===== config.mk =====
export PLATFORM = sky130hd
export DESIGN_NAME = ryg_light_monitor
export DESIGN_NICKNAME = d
export VERILOG_FILES = /design/src/rtl/ryg_light_monitor.sv
export SDC_FILE = /design/constraint.sdc
export NUM_CORES = 1
export LEC_CHECK = 0
export CAP_MARGIN = 15
export CORE_MARGIN = 2
export CORE_UTILIZATION = 43
export CTS_CLUSTER_DIAMETER = 80
export DETAILED_ROUTE_END_ITERATION = 8
export PLACE_DENSITY = 0.61
export SLEW_MARGIN = 30
export SYNTH_ARGS = -nofsm -noshare
export SYNTH_HDL_FRONTEND = slang
export SYNTH_SLANG_ARGS = --single-unit

===== constraint.sdc =====
create_clock -name clk -period 6.1 [get_ports clk]
set_clock_uncertainty 0.15 [all_clocks]
set_input_delay 0.915 -clock clk [delete_from_list [all_inputs] [get_ports clk]]
set_output_delay 0.915 -clock clk [all_outputs]
set_load 0.01 [all_outputs]

===== src/rtl/ryg_light_monitor.sv =====
// Receiving-end monitor for the red/yellow/green lamp interface: locks onto the
// phase sequence, tracks dwell per phase and flags encoding, order and length faults.
module ryg_light_monitor #(
   parameter int RED_CYC = 21,
   parameter int YEL_CYC = 31,
   parameter int GRN_CYC = 11
) (
   input  logic       clk,
   input  logic       rst,
   input  logic       r,
   input  logic       y,
   input  logic       g,
   input  logic       clr_err,
   output logic [1:0] phase,
   output logic [5:0] remain,
   output logic       locked,
   output logic [7:0] cyc_cnt,
   output logic       err_onehot,
   output logic       err_order,
   output logic       err_len
);

   typedef enum logic {SYNC, TRACK} state_t;

   localparam logic [1:0] L_NONE = 2'd0;
   localparam logic [1:0] L_RED  = 2'd1;
   localparam logic [1:0] L_YEL  = 2'd2;
   localparam logic [1:0] L_GRN  = 2'd3;

   function automatic logic [5:0] exp_of(input logic [1:0] l);
      case (l)
         L_RED:   return 6'(RED_CYC);
         L_YEL:   return 6'(YEL_CYC);
         L_GRN:   return 6'(GRN_CYC);
         default: return 6'd0;
      endcase
   endfunction

   function automatic logic [5:0] sat_inc6(input logic [5:0] a);
      return (a == 6'd63) ? 6'd63 : a + 6'd1;
   endfunction

   function automatic logic [7:0] sat_inc8(input logic [7:0] a);
      return (a == 8'd255) ? 8'd255 : a + 8'd1;
   endfunction

   function automatic logic [5:0] sat_sub6(input logic [5:0] a, input logic [5:0] b);
      return (a > b) ? a - b : 6'd0;
   endfunction

   function automatic logic legal_step(input logic [1:0] from, input logic [1:0] to);
      return (from == L_RED && to == L_YEL) ||
             (from == L_YEL && to == L_GRN) ||
             (from == L_GRN && to == L_RED);
   endfunction

   state_t     state, state_n;
   logic [1:0] prev, prev_n;
   logic [5:0] dwell, dwell_n;
   logic [1:0] phase_n;
   logic [5:0] remain_n;
   logic       locked_n;
   logic [7:0] cyc_n;
   logic       det_oh, det_ord, det_len;
   logic       valid;
   logic [1:0] cur;
   logic [5:0] dwell_inc;
   logic       drop, enter;

   assign valid     = (r ^ y ^ g) & ~(r & y & g);
   assign cur       = r ? L_RED : (y ? L_YEL : L_GRN);
   assign dwell_inc = sat_inc6(dwell);

   always_comb begin
      state_n  = state;
      prev_n   = prev;
      dwell_n  = dwell;
      phase_n  = phase;
      remain_n = remain;
      locked_n = locked;
      cyc_n    = cyc_cnt;
      det_oh   = 1'b0;
      det_ord  = 1'b0;
      det_len  = 1'b0;
      drop     = 1'b0;
      enter    = 1'b0;

      if (!valid) begin
         det_oh  = 1'b1;
         drop    = 1'b1;
         prev_n  = L_NONE;
         dwell_n = 6'd0;
      end else if (cur == prev) begin
         dwell_n = dwell_inc;
         if (state == TRACK) begin
            if (dwell_inc == exp_of(cur) + 6'd1) begin
               det_len = 1'b1;
               drop    = 1'b1;
            end else begin
               remain_n = sat_sub6(exp_of(cur), dwell_inc);
            end
         end
      end else begin
         prev_n  = cur;
         dwell_n = 6'd1;
         if (state == SYNC) begin
            // First change between two valid lights is the lock point.
            if (prev != L_NONE) enter = 1'b1;
         end else if (!legal_step(prev, cur)) begin
            det_ord = 1'b1;
            drop    = 1'b1;
         end else if (dwell != exp_of(prev)) begin
            det_len = 1'b1;
            drop    = 1'b1;
         end else begin
            enter = 1'b1;
            if (prev == L_GRN) cyc_n = sat_inc8(cyc_cnt);
         end
      end

      if (enter) begin
         state_n  = TRACK;
         phase_n  = cur;
         remain_n = sat_sub6(exp_of(cur), 6'd1);
         locked_n = 1'b1;
      end
      if (drop) begin
         state_n  = SYNC;
         phase_n  = 2'd0;
         remain_n = 6'd0;
         locked_n = 1'b0;
      end
   end

   always_ff @(posedge clk) begin
      if (rst) begin
         state      <= SYNC;
         prev       <= L_NONE;
         dwell      <= 6'd0;
         phase      <= 2'd0;
         remain     <= 6'd0;
         locked     <= 1'b0;
         cyc_cnt    <= 8'd0;
         err_onehot <= 1'b0;
         err_order  <= 1'b0;
         err_len    <= 1'b0;
      end else begin
         state      <= state_n;
         prev       <= prev_n;
         dwell      <= dwell_n;
         phase      <= phase_n;
         remain     <= remain_n;
         locked     <= locked_n;
         cyc_cnt    <= cyc_n;
         // A fault detected on this edge wins over a simultaneous clear.
         err_onehot <= det_oh  | (err_onehot & ~clr_err);
         err_order  <= det_ord | (err_order  & ~clr_err);
         err_len    <= det_len | (err_len    & ~clr_err);
      end
   end

endmodule


# After elaboration in Yosys (flattened, before gate mapping)

Cells that the tools add are included.

Input bits: 6
Word-level logic and storage cells: 107
Bits in registers: 28

Bitwise gates (word level): 16
Reduce and logical (&&, ||, !) cells: 14
$add $sub $neg: 5
Equal/unequal tests: 12
Muxes and demuxes: 48
Order comparisons: 2

Operators by type and width:

| kind                | number |
|---|---|
| $mux 6              | 20 |
| $pmux 5 s3          | 2 |
| $mux 1              | 24 |
| $add 6x1->6 const B | 2 |
| $add 8x1->8 const B | 1 |
| $eq 2x2->1 const B  | 4 |
| $eq 8x8->1 const B  | 1 |
| $mux 8              | 1 |
| $reduce_bool 2->1   | 4 |
| $and 1x1->1         | 6 |
| $eq 6x6->1          | 1 |
| $eq 6x6->1 const B  | 1 |
| $gt 6x1->1 const B  | 1 |
| $gt 6x6->1          | 1 |
| $ne 6x6->1          | 1 |
| $reduce_and 6->1    | 1 |
| $sub 6x1->6 const B | 1 |
| $sub 6x6->6         | 1 |
| $not 1->1           | 5 |
| $eq 2x1->1 const B  | 2 |
| $reduce_and 4->1    | 1 |
| $reduce_or 2->1     | 2 |
| $logic_and 1x1->1   | 3 |
| $or 1x1->1          | 3 |
| other kinds (6)     | 8 |

# Longest topological paths before layout

Gate-level depths: netlist of run 1.

Depth after elaboration: 20
Depth in mapped cells: 11

# Worst setup path after synthesis of run 1

OpenSTA, ideal clock, no wires.

Path type: input to register
Start: input r
End: register remain[1]
Path slack: 2.815 ns
Data arrival time: 2.999 ns
Stages: 11
Library setup time: 0.136 ns
Data required time: 5.814 ns
Cells stage by stage: inv_1 -> ha_1 -> buf_2 -> and2_1 -> ha_1 -> or3_1 -> mux2i_1 -> o211ai_2 -> o31ai_4 -> or3_1 -> o32ai_1

Longest elaborated chain between the ends: 14

Ends and longest elaborated chain:

| element                                          | RTL line | source |
|---|---|---|
| start: declaration                               | 10       | `input logic r,` |
| $mux 2                                           | 71       | `assign cur = r ? L_RED : (y ? L_YEL : L_GRN);` |
| $eq 2x2->1 (tied with other cells)               | 31, 53   |  |
| $pmux 5 s3                                       | 31       | `case (l)` |
| $mux 6                                           | 96       | `if (dwell_inc == exp_of(cur) + 6'd1) begin` |
| $mux 6                                           | 95       | `if (state == TRACK) begin` |
| $mux 6                                           | 93       | `end else if (cur == prev) begin` |
| $mux 6                                           | 88       | `if (!valid) begin` |
| $sub 6x6->6 / $gt 6x6->1 (equally long branches) | 48       | `return (a > b) ? a - b : 6'd0;` |
| $mux 6                                           | 48       |  |
| $mux 6                                           | 96       |  |
| $mux 6                                           | 95       |  |
| $mux 6                                           | 93       |  |
| $mux 6                                           | 88       |  |
| $mux 6                                           | 121      | `if (enter) begin` |
| end signal: assignment                           | 152      | `remain <= remain_n;` |
| end: declaration                                 | 15       | `output logic [5:0] remain,` |

Parallel ways exist; a longest one is shown, timed or not. The select of a mux whose other input is x is not followed.
A chain may end at the register's enable or synchronous reset.

# Worst setup path after layout of run 1

Start: input r
End: register remain[3]

Longest elaborated chain between the ends: 14

Ends and longest elaborated chain:

| element                                          | RTL line | source |
|---|---|---|
| $mux 2 (*)                                       | 71       |  |
| named net cur[1]                                 | 66       | `logic [1:0] cur;` |
| $eq 2x2->1 (tied with other cells)               | 31, 53   |  |
| $pmux 5 s3                                       | 31       |  |
| $mux 6                                           | 96       |  |
| $mux 6                                           | 95       |  |
| $mux 6                                           | 93       |  |
| $mux 6                                           | 88       |  |
| $sub 6x6->6 / $gt 6x6->1 (equally long branches) | 48       |  |
| $mux 6                                           | 48       |  |
| $mux 6                                           | 96       |  |
| $mux 6                                           | 95       |  |
| $mux 6                                           | 93       |  |
| $mux 6                                           | 88       |  |
| $mux 6                                           | 121      |  |

Mark *: on every way through the listed nets, which the timed path passes. The rest lies on a longest branch. The select of a mux whose other input is x is not followed.

==> metrics.md, run 1 <==
| Metric | Value |
|---|---|
| Setup TNS | 0 ns |
| Mean instance size in the synthesized netlist | ~8.7 um^2 |
| Final Hold Fails | 0 |
| Largest family of logic cells by synthesized area | simple AND/OR/NAND/NOR gates |
| Vias in the first global route | about 1500 |
| Die W | ~70 um |
| Final Setup Violations | 0 |
| Global-route wire length before repair | around 7600 um |
| Core area | 0.004294 mm^2 |
| Hold Path Class | flop to flop |
| Unrepaired setup endpoints after global routing | no |
| Max-cap viol count | 0 |
| Post-Synth Simple-Gate Area | between 20% and 30% |
| Wirelength, routed | 4346 um |
| Tmin final | ~4 ns |
| Vias after detailed routing | 1622 |
| Post-route DRC | 0 |
| Status | completed |
| Placer congestion estimate | 0.8599 |
| Die Span Y | slightly above 70 um |
| Worst-skew pair later-pin latency | between 0.2 and 0.3 ns |
| Clk sinks | 28 |
| Post-synthesis mux area share | about 1.6% |
| Synth Area in Compound Gates | roughly a fifth |
| Post-Synth Adder-Cell Area | a little over a tenth |
| Share of layout cells above drive strength 1 | under 10% |
| Pin count of the biggest net entering global routing | 17 |
| Pre-Repair DR Iteration Count | 4 |
| Setup Crit Path Kind | input port to flop |
| Routed Antenna Nets | 0 |
| CP Capture Type | flop |
| Antenna Cells | 0 |
| Post-synth design cell area | between 0.0015 and 0.002 mm^2 |
| Leak Pwr | approximately 0.00080 uW |
| 1st-iter DRT viols | 87 |
| Layout area overhead | 18.69% |
| Yosys warnings | 0 |
| Place WS | approximately 1.8 ns |
| Hold slack | between 0.3 and 0.4 ns |
| I/O Pins | 26 |
| Least-Margin Pin Slew | just over 0.6 ns |
| Initial antenna violation count | 0 |
| Synth Area in XOR/XNOR | under 10% |
| CTS Buf Count | 3 |
| Nets | between 200 and 300 |
| WP data required | ~6.1 ns |
| Postcts setup bufs | 0 |
| Setup ws final | ~2.1 ns |
| Fmax achieved | 248.8 MHz |
| Cell row count | 24 |
| Total GRT Usage | a little under a fifth |
| Pwr Total | slightly above 400 uW |
| Cell variety after synth | 54 |
| Port bufs | 25 |
| H-Tree Depth | 1 |
| Layout fillers | ~420 |
| Bufs on Longest Clock Path | 2 |
| Slew headroom | 59.19% |
| Async SR Flop Fraction | 0% |
| Grt ovf | 0 |
| Vias per cell | between 5 and 6 |
| Clock transition at path regs | about 0.1 ns |
| Post-synth net total | roughly 240 |
| Register area | 560.5 um^2 |
| CTS root buf | clkbuf_8 |
| EDFF count, synth | 0 |
| Max-slew violation count | 0 |
| Crit share post-route | between 60 and 70% |
| Yosys top cell area share | between 20% and 30% |
| Multi-input gate area | 0.001260 mm^2 |
| Per-cell routed wire length | around 15 um |
| Worst VDD drop | roughly 0.000085 V |
| Synth area leaders | dfxtp_1 (30%), ha_1 (11%), nor2_1 (4.6%), xnor2_1 (3.7%), nand3_1 (3.4%) |
| Yosys top cell by area | dfxtp_1 |
| Synthesis-stage register bit count | 28 |
| Die area | 0.004953 mm^2 |
| Post-CTS Hold Buffers | 0 |
| Post-synthesis instance total | approximately 220 |
| Kind of start point of the critical path | input port |
| HPWL Detailed | approximately 3400 um |
| Worst Path Max Fanout | 10 |
| Sequential area share after synthesis | ~30% |
| Pwr/cell area | approximately 180 mW/mm^2 |
| Worst EP arrival | between 4 and 5 ns |
| CTS-repair resized insts | 0 |
| Initial Util | roughly 44% |
| CTS tree | done |
| Prevailing post-synth register cell | dfxtp_1 |
## layout make-up
type	instances	share of cell area [%]
repair buffers	25	11.13
inverters	11	1.836
clock inverters	1	1.336
flip-flops and latches	28	24.93
well taps	52	2.894
multi-input cells	172	56.04
clock buffers	3	1.836
## final timing paths
kind / start / end / slack [ns] / cells after the start
setup / recovery: r / remain[3] / 2.08 / 11
hold / removal: err_onehot / err_onehot / 0.32 / 2
setup reg to reg: dwell[0] / remain[3] / 2.83 / 11
hold reg to reg: err_onehot / err_onehot / 0.32 / 2
## critical path, stage by stage
cell and delay (ns):
clkdlybuf4s50_1 0.66, inv_1 0.15, ha_1 0.33, and2_1 0.19, ha_1 0.32, or3_1 0.36, mux2i_1 0.21, o211ai_2 0.18
o31ai_4 0.42, or3_1 0.21, o32ai_1 0.08
## registers in the layout, indices dropped and copies added (netlist names)
signal      count
cyc_cnt         8
dwell           6
err_len         1
err_onehot      1
err_order       1
phase           2
prev            2
remain          6
state           1
## through the flow
| stage | instances | utilization, % | cell area [um^2] |
|---|---|---|---|
| global placement | 288 | 50.70 | 2177 |
| finish | 292 | 52.36 | 2248 |
| floorplan | 217 | - | 1894 |
| global route | 292 | 52.36 | 2248 |
| detailed placement | 288 | 50.70 | 2177 |
| CTS | 292 | 52.36 | 2248 |
## synthesized netlist by cell type, drive strengths merged, types with 6 or more instances
| master | instances |
|---|---|
| nor2 | 23 |
| or3 | 8 |
| o21ai | 9 |
| a211oi | 6 |
| nand2 | 13 |
| xnor2 | 8 |
| nand3 | 13 |
| ha | 16 |
| inv | 11 |
| a31oi | 6 |
| dfxtp | 28 |
| a21oi | 12 |
## cell families (layout without fill, tap and decap cells)
group | Yosys count | after routing
AO/OA/AOI/OAI | 50 | 50
adder cells (fa/ha/maj) | 16 | 16
AND/OR/NAND/NOR | 91 | 91
multiplexers | 3 | 3
XOR/XNOR | 12 | 12
buffers and inverters | 17 | 40
flip-flops | 28 | 28
## metal layers
layer / routed length, um / part of all wire (%) / vias to the layer above / global-route usage (%)
met5: 0 / 0 / - / 0
met4: 71 / 1.6 / 0 / 7.051
met3: 132 / 3.0 / 5 / 3.030
met2: 1861 / 43 / 23 / 27.25
met1: 2281 / 52 / 752 / 28.88
li1: - / - / 842 / -
## power by group
part	total (uW)	internal (uW)	leakage (uW)	switching, uW
clock network	152	88.1	0.0000357	63.4
registers	190	186	0.000226	3.74
logic	69.5	29.2	0.000536	40.3
## cells in the final DEF (no fill, tap or decap), drive strengths merged, types with 8 or more instances in the layout
master	Yosys	layout
xnor2	8	8
nand3	13	13
inv	11	11
ha	16	16
nor2	23	23
nand2	13	13
dfxtp	28	28
clkdlybuf4s50	0	25
o21ai	9	9
a21oi	12	12
or3	8	8
No activity file was read; power rests on OpenSTA's default activity.
==> run 2, diff against run 1 <==
PLACE_DENSITY = 0.64   (was 0.61)
clock period = 3.3 ns   (was 6.1 ns; I/O delays follow)
==> run 2 against run 1 <==
Against the previous run: largest cell class unchanged; sequential share of layout area is 1.7 points lower; die area stayed put; critical endpoint unchanged; routed wire length is 7.5% higher; sequential cell count stayed put.
==> metrics.md, run 2 (synthesis results as in run 1) <==
| Metric | Value |
|---|---|
| Wirelength, routed | 4670 um (+7.5%) |
| Largest reg by FF count | cyc_cnt |
| Worst EP arrival | 3.07 ns (-0.97 ns) |
| Clock transition at path regs | 0.10 ns (about the same) |
| Vias in the first global route | 1555 (+2.8%) |
| Crit share post-route | 92.70% |
| Postcts setup bufs | 0 (unchanged) |
| Port bufs | 25 (unchanged) |
| Fmax achieved | roughly 330 MHz |
| CTS tree | done |
| Max-slew violation count | 0 (unchanged) |
| GRT met3 Usage | 2.309% (-0.72 points) |
| GR Util met1 | 29.17% (+0.29 points) |
| 1st-iter DRT viols | 73 (-16%) |
| Final Core Density | 56.21% (+3.8 points) |
| Per-cell routed wire length | 14.87 um (about the same) |
| FF-to-FF Start | dwell[1] |
| Grt ovf | 0 (unchanged) |
| HPWL Detailed | 3646 um (+7.9%) |
| Leak Pwr | 0.0009033 uW (+13%) |
| R2r setup slk | 0.28 ns (-2.55 ns) |
| Status | completed |
| Max-cap viol count | 0 (unchanged) |
| Layer with the highest usage | met1 |
| Most frequent cells in the layout | dfxtp_1 (28), clkdlybuf4s50_1 (25), nor2_1 (23) |
| Post-route DRC | 0 (unchanged) |
| CTS Buf Count | 3 (unchanged) |
| Pin count of the biggest net entering global routing | 17 (unchanged) |
| Antenna Cells | 0 (unchanged) |
| H-Tree Depth | 1 (unchanged) |
| Commonest non-fill, non-tap cell in the layout | dfxtp_1 |
| Clk sinks | 28 (unchanged) |
| I/O Pins | 26 (unchanged) |
| Kind of start point of the critical path | input port |
| Initial Util | 44.11% (unchanged) |
| Critical Path End | remain[3] |
| WP data required | 3.31 ns (-2.81 ns) |
| Worst Path Max Fanout | 4 (-6) |
| Vias per cell | 5.637 (+1.5%) |
| Nets | 285 (+8.4%) |
| Layout area overhead | 27.41% |
| Layout fillers | 384 (-7.5%) |
| Place WS | -0.03509 ns (-1.829 ns) |
| Cell row count | 24 (unchanged) |
| Global-route wire length before repair | 7762 um (+1.8%) |
| Tmin final | ~3.1 ns |
| Total GRT Usage | 19.29% (+0.096 points) |
| Pre-Repair DR Iteration Count | 4 (unchanged) |
| Bufs on Longest Clock Path | 2 (unchanged) |
| CP Capture Type | flop |
| Worst-skew pair later-pin latency | 0.27 ns (-0.02 ns) |
| Hold Path Class | flop to flop |
| Core area | 0.004294 mm^2 (unchanged) |
| CTS root buf | clkbuf_8 |
| Die W | 70.38 um (unchanged) |
| CTS-repair resized insts | 0 (unchanged) |
| Worst VDD drop | 0.0001582 V (+86%) |
| Die area | 0.004953 mm^2 (unchanged) |
| Routed Antenna Nets | 0 (unchanged) |
| Unrepaired setup endpoints after global routing | no |
| Crit path from | r |
| Placer congestion estimate | 0.9473 (+10%) |
| Die Span Y | 70.38 um (unchanged) |
| Setup Crit Path Kind | input port to flop |
| Met2 Usage GRT | 29.14% (+1.9 points) |
| Post-Layout Inst Area | 0.002414 mm^2 (+7.3%) |
| Max reg flops | 8 (unchanged) |
| Final Setup Violations | 0 (unchanged) |
| Setup ws final | 0.2409 ns (-1.839 ns) |
| R2R depth | 11 (unchanged) |
| Least-Margin Pin Slew | 0.4818 ns (-0.1304 ns) |
| Pwr/cell area | 321.5 mW/mm^2 (+76%) |
| R2r endpoint | remain[3] |
| Initial antenna violation count | 0 (unchanged) |
| Vias after detailed routing | 1770 (+9.1%) |
| Register area | 560.5 um^2 (unchanged) |
| Largest regs | cyc_cnt (8), dwell (6), remain (6) |
| Share of layout cells above drive strength 1 | 16.03% (+7.7 points) |
| Multi-input gate area | 0.001260 mm^2 (unchanged) |
| Slew headroom | 67.58% (+8.4 points) |
| Final Hold Fails | 0 (unchanged) |
| Post-CTS Hold Buffers | 0 (unchanged) |
| Placed Area | 0.002342 mm^2 (+7.6%) |
| Pwr Total | 775.8 uW (+89%) |
## run 2: changes by cell type in the layout (fill, tap and decap cells not counted)
cell,change
buf_4,+22
## run 2: worst min-delay path by stage
stage | startpoint | end | cells after the start
after floorplan | err_onehot | err_onehot | 2
after global placement | err_onehot | err_onehot | 2
after detailed placement | err_onehot | err_onehot | 2
after CTS | err_onehot | err_onehot | 2
after global routing | err_onehot | err_onehot | 2
final | err_onehot | err_onehot | 2
## run 2: power breakdown
| part | switching, uW | leakage [uW] | internal (uW) |
|---|---|---|---|
| clock | 114 | 0.0000357 | 162 |
| combinational | 81.2 | 0.000641 | 68.8 |
| sequential | 5.85 | 0.000226 | 344 |
| total | 201 | 0.000903 | 575 |
## run 2: through the flow
step                 TNS [ns]  hold WS (ns)  instances
floorplan                   0        0.3373        217
global placement    -0.006142        0.3111        310
detailed placement    -0.2704        0.3132        310
CTS                         0        0.3333        314
global route                0        0.3424        314
finish                      0        0.3331        314
## run 2: critical path, cell delays in order
cell	delay, ns
clkdlybuf4s50_1	0.47
inv_1	0.08
ha_1	0.23
and2_1	0.16
ha_1	0.29
or3_1	0.34
mux2i_1	0.24
o211ai_2	0.21
o31ai_4	0.28
or3_1	0.19
o32ai_1	0.09
## run 2: final cells by class
type	instances	share of cell area [%]
Sequential cell	28	23.22
Clock buffer	3	1.711
Tap cell	52	2.696
Clock inverter	1	1.244
Timing Repair Buffer	47	17.21
Multi-Input combinational cell	172	52.20
Inverter	11	1.711
## run 2: layer usage
metal  vias up  share of wire [%]
li1        892                  -
met1       840                 52
met2        34                 44
met3         4                3.4
met4         0               0.75
met5         -                  0
